<file path="config.mk">
export PLATFORM = sky130hd
export DESIGN_NAME = traffic_timer_ctrl_flat
export DESIGN_NICKNAME = d
export VERILOG_FILES = /design/src/rtl/traffic_timer_ctrl_if.sv /design/src/rtl/traffic_timer_ctrl.sv /design/src/flat_wrapper.sv
export SDC_FILE = /design/constraint.sdc
export NUM_CORES = 1
export LEC_CHECK = 0
export CAP_MARGIN = 20
export CELL_PAD_IN_SITES_DETAIL_PLACEMENT = 1
export CELL_PAD_IN_SITES_GLOBAL_PLACEMENT = 1
export CORE_MARGIN = 3
export CORE_UTILIZATION = 30
export CTS_CLUSTER_DIAMETER = 80
export DETAILED_ROUTE_END_ITERATION = 10
export PLACE_DENSITY = 0.7
export SLEW_MARGIN = 10
export SYNTH_ARGS = -nofsm -noshare
export SYNTH_HDL_FRONTEND = slang
export SYNTH_SLANG_ARGS = --single-unit
</file>
<file path="constraint.sdc">
create_clock -name clk -period 2.3 [get_ports clk]
set_clock_uncertainty 0.1 [all_clocks]
set_input_delay 0.23 -clock clk [delete_from_list [all_inputs] [get_ports clk]]
set_output_delay 0.23 -clock clk [all_outputs]
set_load 0.05 [all_outputs]
</file>
<file path="src/rtl/traffic_timer_ctrl_if.sv">
// Threshold configuration bus for traffic_timer_ctrl: write strobe, select, data
// and a one-cycle accept pulse.
interface traffic_timer_ctrl_if;
    logic       cfg_we;
    logic       cfg_sel;
    logic [7:0] cfg_data;
    logic       cfg_ack;

    modport master (output cfg_we, cfg_sel, cfg_data, input cfg_ack);
    modport slave  (input cfg_we, cfg_sel, cfg_data, output cfg_ack);
endinterface

</file>
<file path="src/rtl/traffic_timer_ctrl.sv">
// Interval timer for a traffic-light FSM: long/short expiry flags, shadowed thresholds
// and a debounced side-road car sensor. Define TIMER_CAR_LATCH_EN to latch c until ST.
module traffic_timer_ctrl #(
    parameter int LONG_DEFAULT  = 60,
    parameter int SHORT_DEFAULT = 5,
    parameter int DEB_CYCLES    = 3
) (
    input  logic                 clk,
    input  logic                 reset,
    input  logic                 ST,
    input  logic                 car_raw,
    traffic_timer_ctrl_if.slave  cfg,
    output logic                 TL,
    output logic                 TS,
    output logic                 c,
    output logic [7:0]           count
);
    typedef enum logic {IDLE, RUN} state_t;

    localparam logic [7:0] LONG_RST  = 8'(LONG_DEFAULT);
    localparam logic [7:0] SHORT_RST = 8'(SHORT_DEFAULT);
    localparam logic [3:0] DEB_LAST  = 4'(DEB_CYCLES - 1);

    state_t     state, state_nx;
    logic [7:0] count_nx;
    logic [7:0] sh_long, sh_short, sh_long_nx, sh_short_nx;
    logic [7:0] act_long, act_short, act_long_nx, act_short_nx;
    logic [7:0] wr_val;
    logic       ts_nx, tl_nx, ack_nx;
    logic [3:0] deb_cnt, deb_cnt_nx;
    logic       deb_lvl, deb_lvl_nx;

    // A zero threshold would make the flag fire in the ST cycle itself, so clamp to 1.
    assign wr_val = (cfg.cfg_data == 8'd0) ? 8'd1 : cfg.cfg_data;

    always_comb begin
        state_nx     = state;
        count_nx     = count;
        sh_long_nx   = sh_long;
        sh_short_nx  = sh_short;
        act_long_nx  = act_long;
        act_short_nx = act_short;
        ack_nx       = cfg.cfg_we;

        if (cfg.cfg_we) begin
            if (cfg.cfg_sel) sh_short_nx = wr_val;
            else             sh_long_nx  = wr_val;
        end

        // ST samples the post-write shadows so a same-cycle write takes effect now.
        if (ST) begin
            state_nx     = RUN;
            count_nx     = 8'd0;
            act_long_nx  = sh_long_nx;
            act_short_nx = sh_short_nx;
        end else if (state == RUN && count != 8'hFF) begin
            count_nx = count + 8'd1;
        end

        ts_nx = (state_nx == RUN) && (count_nx >= act_short_nx);
        tl_nx = (state_nx == RUN) && (count_nx >= act_long_nx);

        deb_lvl_nx = deb_lvl;
        deb_cnt_nx = 4'd0;
        if (car_raw != deb_lvl) begin
            if (deb_cnt == DEB_LAST) deb_lvl_nx = car_raw;
            else                     deb_cnt_nx = deb_cnt + 4'd1;
        end
    end

    always_ff @(posedge clk) begin
        if (reset) begin
            state       <= IDLE;
            count       <= 8'd0;
            TS          <= 1'b0;
            TL          <= 1'b0;
            cfg.cfg_ack <= 1'b0;
            sh_long     <= LONG_RST;
            sh_short    <= SHORT_RST;
            act_long    <= LONG_RST;
            act_short   <= SHORT_RST;
            deb_cnt     <= 4'd0;
            deb_lvl     <= 1'b0;
        end else begin
            state       <= state_nx;
            count       <= count_nx;
            TS          <= ts_nx;
            TL          <= tl_nx;
            cfg.cfg_ack <= ack_nx;
            sh_long     <= sh_long_nx;
            sh_short    <= sh_short_nx;
            act_long    <= act_long_nx;
            act_short   <= act_short_nx;
            deb_cnt     <= deb_cnt_nx;
            deb_lvl     <= deb_lvl_nx;
        end
    end

`ifdef TIMER_CAR_LATCH_EN
    logic c_lat, c_lat_nx;

    always_comb begin
        c_lat_nx = c_lat;
        if (ST)                       c_lat_nx = 1'b0;
        else if (deb_lvl_nx && !deb_lvl) c_lat_nx = 1'b1;
    end

    always_ff @(posedge clk) begin
        if (reset) c_lat <= 1'b0;
        else       c_lat <= c_lat_nx;
    end

    assign c = c_lat;
`else
    assign c = deb_lvl;
`endif
endmodule

</file>
<file path="src/flat_wrapper.sv">
// flat-port wrapper written by rule: the top's interface ports become plain ports
module traffic_timer_ctrl_flat 
#(
    parameter int LONG_DEFAULT  = 60,
    parameter int SHORT_DEFAULT = 5,
    parameter int DEB_CYCLES    = 3
)
  (clk, reset, ST, car_raw, TL, TS, c, count, cfg_cfg_we, cfg_cfg_sel, cfg_cfg_data, cfg_cfg_ack);
  traffic_timer_ctrl_if cfg_i ();
  input  logic clk;
  input  logic reset;
  input  logic ST;
  input  logic car_raw;
  output logic TL;
  output logic TS;
  output logic c;
  output logic [7:0] count;
  input wire logic [$bits(cfg_i.cfg_we)-1:0] cfg_cfg_we;
  input wire logic [$bits(cfg_i.cfg_sel)-1:0] cfg_cfg_sel;
  input wire logic [$bits(cfg_i.cfg_data)-1:0] cfg_cfg_data;
  output wire logic [$bits(cfg_i.cfg_ack)-1:0] cfg_cfg_ack;
  assign cfg_i.cfg_we = cfg_cfg_we;
  assign cfg_i.cfg_sel = cfg_cfg_sel;
  assign cfg_i.cfg_data = cfg_cfg_data;
  assign cfg_cfg_ack = cfg_i.cfg_ack;
  traffic_timer_ctrl #(.LONG_DEFAULT(LONG_DEFAULT), .SHORT_DEFAULT(SHORT_DEFAULT), .DEB_CYCLES(DEB_CYCLES)) u_core (.clk(clk), .reset(reset), .ST(ST), .car_raw(car_raw), .cfg(cfg_i), .TL(TL), .TS(TS), .c(c), .count(count));
endmodule
</file>
; ---- After elaboration in Yosys (flattened, before gate mapping)
; Index checks and enable logic that the tools add are counted.
[totals]
regBits = 49
elab_cells = 35
out_inout_bits = 12
[op_classes]
n_reduce_logical = 6
mux = 10
order_cmp = 2
n_addsub = 2
eq_ne = 3
n_bitwise = 1
[op_table]
columns = cell, count
row1 = $mux W8, 9
row2 = $ge A8 B8 Y1, 2
row3 = $add A8 B1 Y8 const B, 1
row4 = $logic_not A8 Y1, 1
row5 = $ne A8 B8 Y1 const B, 1
row6 = $add A4 B1 Y4 const B, 1
row7 = $eq A4 B2 Y1 const B, 1
row8 = $logic_and A1 B1 Y1, 3
row9 = $reduce_or A3 Y1, 1
row10 = $reduce_and A2 Y1, 1
row11 = $mux W1, 1
row12 = $ne A1 B1 Y1, 1
row13 = $not A1 Y1, 1

; ---- Depth between registers and ports, before layout
[logic_depth]
word_depth = 7
ltp_mapped = 10

; ---- Least setup slack after synthesis
; Ideal clock, no wire load.
[synth_path]
path_kind = flip-flop to flip-flop
startpoint = register u_core.count[0]
endpoint = register u_core.TL
n_path_buf = 0
setup_slack_ns = -0.562
period_less_slack_ns = 2.862
t_required_ns = 2.079
t_arrival_ns = 2.641
path_stages_with_launch = 11
cell_sequence = dfxtp_1 > ha_1 > nand2_1 > o31ai_4 > xor2_1 > or2_1 > ha_1 > nand2b_1 > a2111oi_0 > o21a_1 > o21ai_0
[synth_between]
elab_chain_len = 6
elab_cells_between_ends = 7
cone_classes = 1 x add/sub / 1 x order compare / 1 x eq/ne / 2 x mux / 2 x reduce/logical
[synth_rtl]
columns = item, line
row1 = start: declaration, traffic_timer_ctrl.sv:16  ; output logic [7:0] count
row2 = start signal: assignment, traffic_timer_ctrl.sv:86  ; count <= count_nx;
row3 = branches (longest 2 deep; another with $add A8 B1 Y8), -
row4 = $mux W8 *, traffic_timer_ctrl.sv:56  ; end else if (state == RUN && count != 8'hFF) begin
row5 = $mux W8 *, traffic_timer_ctrl.sv:51  ; if (ST) begin
row6 = $ge A8 B8 Y1 *, traffic_timer_ctrl.sv:61  ; tl_nx = (state_nx == RUN) && (count_nx >= act_long_nx);
row7 = $logic_and A1 B1 Y1 *, traffic_timer_ctrl.sv:61
row8 = end signal: assignment, traffic_timer_ctrl.sv:88  ; TL <= tl_nx;
row9 = end: declaration, traffic_timer_ctrl.sv:13  ; output logic TL,
; Every way passes the cells marked *.
; A chain may end at the register's enable or synchronous reset.

; ---- Final worst setup path
[layout_path]
startpoint = register u_core.count[1]
endpoint = register u_core.TL
; Same word-level chain as after synthesis.

==> results by group <==
Power and ir drop
  • Post-layout total power: 1880 uW
  • Leakage power summed over all cells: 0.00145 uW
  • Worst vdd ir: 0.228 mV
  • Total power density per cell area: 587 nW/um2

Timing
  • Final setup vio count: 2
  • Final slew viol count: 0
  • Fmax: 423 MHz
  • Worst Slack Setup Final: -63.1 ps
  • Relative max-transition margin: 0.609
  • Time the worst path needs with I/O delays and setup: 2360 ps
  • Slew @ Worst Pin: 584 ps
  • Final number of hold-violating endpoints: 0
  • Share of the clock period used by the worst path after layout: 1.03
  • Setup repair after global routing missed its margin: true
  • Worst hold-check slack: 373 ps

Synth
  • Most instantiated cells after synthesis: sky130_fd_sc_hd__nor2_1 (57), sky130_fd_sc_hd__dfxtp_1 (49), sky130_fd_sc_hd__ha_1 (19)
  • Number of cells produced by synthesis: 250
  • Dominant cell by count in the synthesized netlist: sky130_fd_sc_hd__nor2_1
  • Top flip-flop cell by instance count after synthesis: sky130_fd_sc_hd__dfxtp_1
  • Synthesized area: 2340 um2
  • Largest area contributor in the netlist: sky130_fd_sc_hd__dfxtp_1
  • Number of flops mapped to enable cells by yosys: 0
  • Cell types occupying the most area after synthesis: sky130_fd_sc_hd__dfxtp_1 (42%), sky130_fd_sc_hd__ha_1 (10%), sky130_fd_sc_hd__nor2_1 (9.1%)
  • Post-synth net total: 283
  • Post-synthesis cell type count: 39
  • Share of synthesized flip-flops with an asynchronous set or reset: 0
  • Area share of xor/xnor cells in the synthesized design: 0.0150
  • Fraction of the mapped netlist area in adder cells: 0.102
  • Number of warning messages in the yosys log: 0
  • Sequential element share of the synthesized area: 0.419
  • Post-Synthesis Mean Instance Area: 9.36 um2
  • Share of the synthesized area in compound gates (AO/OA/AOI/OAI): 0.149
  • Share of synthesized area spent on multiplexers: 0.0770
  • Simple-gate share of the synthesized area: 0.211
  • Yosys reg bits: 49
  • Largest family of logic cells by synthesized area: simple AND/OR/NAND/NOR gates
  • Portion of synthesized cell area occupied by the leading cell type: 0.419

Clock network
  • Worst-Skew Late Latency: 300 ps
  • Clk root buf: sky130_fd_sc_hd__clkbuf_8
  • Depth of the CTS H-tree: 2
  • Clock buffers created by TritonCTS: 5
  • Clock transition time at the flip-flop clock pins of the worst setup and hold paths: 100 ps
  • Clock tree from TritonCTS: built
  • Buffer depth of the longest clock path: 2
  • Clock sink count: 49

Finish
  • Final-layout fill cell count: 867
  • Area growth from synthesis to final layout: 36.5%
  • Post-layout net count: 342
  • Post-layout util: 0.431
  • Post-layout instance count excluding filler cells: 409
  • Fraction of layout instances using a drive strength above 1: 0.242
  • N_diodes: 0

Routing
  • Average wire length per cell after detail routing: 14.4 um
  • Total wirelength of the detailed-routed design: 5870 um
  • Count of nets left with antenna violations after detail routing: 0
  • Via count: 1937
  • DRC errors left: 0
  • Detailed-router iteration count before antenna repair: 4
  • Via/cell ratio: 4.74
  • Violation count after the first detailed-routing iteration: 38

Place
  • Final weighted congestion in routability-driven placement: 0.812
  • Number of buffer cells added on primary ports: 25
  • Post-detailed-placement half-perimeter wirelength: 4640 um
  • Number of placed instances with taps included: 397
  • Worst slack after detailed placement: -398 ps

Worst hold path
  • Worst hold path type: flip-flop to flip-flop

Worst setup path
  • Delay contributed by the slowest stage of the critical path: 370 ps
  • WP data arrival: 2460 ps
  • Critical Path Source Type: flip-flop
  • Cell breakdown of the critical path: ha_4 -> nand2_4 -> o31ai_4 -> xor2_1 -> or2_1 -> ha_1 -> nand2b_4 -> a2111oi_4 -> o21a_1 -> o21ai_1
  • Crit path max-delay cell type: sky130_fd_sc_hd__dfxtp_4
  • Critical path fanouts, max: 3
  • Critical path data required time: 2400 ps
  • Critical path start-end classification: flip-flop to flip-flop
  • Cell family with most CP delay: compound AO/OA/AOI/OAI gates
  • Buffers plus inverters on the worst setup path: 0
  • Kind of end point of the critical path: flip-flop

Flow run
  • Number of violations of the max-capacitance limit: 0

Global routing
  • Pin count of the biggest net entering global routing: 23
  • Via count of the first global-routing pass: 2133
  • All-layer global routing usage: 0.144
  • Global-route wire length before repair: 10100 um
  • Congestion Overflow GR: 0
  • Number of antenna violations at the first check in global routing: 0

Die
  • Die ar.: 8900 um2
  • Count of boundary I/O pins: 26
  • Effective utilization at floorplan: 0.316
  • Standard-cell row count: 31
  • Core Box Area: 7410 um2
  • Die Ht: 94.3 um
  • Floorplan die width: 94.3 um

Run status
  • Status: complete, but fails checks
  • Violations in the final reports: negative setup slack
[metal layers]
metal | routed length (um) | global-route usage | vias up
met4 | 31 | 0.0325 | 0
met1 | 2740 | 0.172 | 929
li1 | - | - | 979
met5 | 0 | 0 | -
met2 | 2930 | 0.265 | 24
met3 | 168 | 0.0287 | 5
[cell families (layout without fill, tap and decap cells)]
logic type                 after synthesis  in the layout
and+or+nand+nor                        101            101
xor gates and xnor gates                 4              4
DFF                                     49             49
muxes                                   18             18
AOI/OAI and AO/OA                       44             44
buffers and inverters                   15             75
adders and majority gates               19             19
[registers in the layout, indices dropped and copies added (netlist names)]
name / flops
u_core.deb_cnt: 4
u_core.act_short: 8
u_core.TL: 1
u_core.state: 1
u_core.c: 1
u_core.count: 8
u_core.act_long: 8
u_core.sh_long: 8
u_core.sh_short: 8
u_core.cfg.cfg_ack: 1
u_core.TS: 1
[path summary, 6_finish.rpt]
kind,from,end,slack [ps],cells past startpoint
max reg2reg,u_core.count[1],u_core.TL,-60,10
min,u_core.deb_cnt[0],u_core.deb_cnt[0],370,1
max,u_core.count[1],u_core.TL,-60,10
min reg2reg,u_core.deb_cnt[0],u_core.deb_cnt[0],370,1
[metrics by stage]
stage / setup TNS, ps / cell area [um2]
4_1_cts: -173 / 3190
3_3_place_gp: -618 / 3020
5_1_grt: -391 / 3200
2_1_floorplan: -118 / 2440
3_5_place_dp: -764 / 3020
6_report: -119 / 3200
[area by class of cell]
| class | instances | area (um2) | area share |
|---|---|---|---|
| clock buffers | 6 | 93.8 | 0.0294 |
| clock inverters | 2 | 38.8 | 0.0121 |
| inverters | 4 | 15.0 | 0.00470 |
| multi-input cells | 186 | 1380 | 0.432 |
| flip-flops and latches | 49 | 1010 | 0.316 |
| well taps | 99 | 124 | 0.0388 |
| repair buffers | 63 | 536 | 0.168 |
[placed cells by master, fill, tap and decap left out, drive strengths merged, types with 3 or more instances in the layout]
cell type      count
nand2b            13
a21oi              4
ha                19
clkbuf             6
or2                5
o2111ai            3
o21a               4
o21ai              5
nand2             12
nand4              3
mux2i             18
a21o              17
nor2              57
nor2b              3
inv                5
clkdlybuf4s50     25
dfxtp             49
buf               38
[power by group]
part / switching [uW] / total (uW) / internal, uW
Clock: 310 / 704 / 394
Sequential: 12.8 / 889 / 876
Combinational: 139 / 284 / 144
Total: 462 / 1880 / 1410
[timing repair]
action | CTS | global route
endpoints found under the setup margin | 2 | 2
pin swaps | 4 | 0
hold buffers | 0 | 0
setup buffers | 4 | 0
gates resized for setup | 3 | 1
No activity file was read; power rests on OpenSTA's default activity.
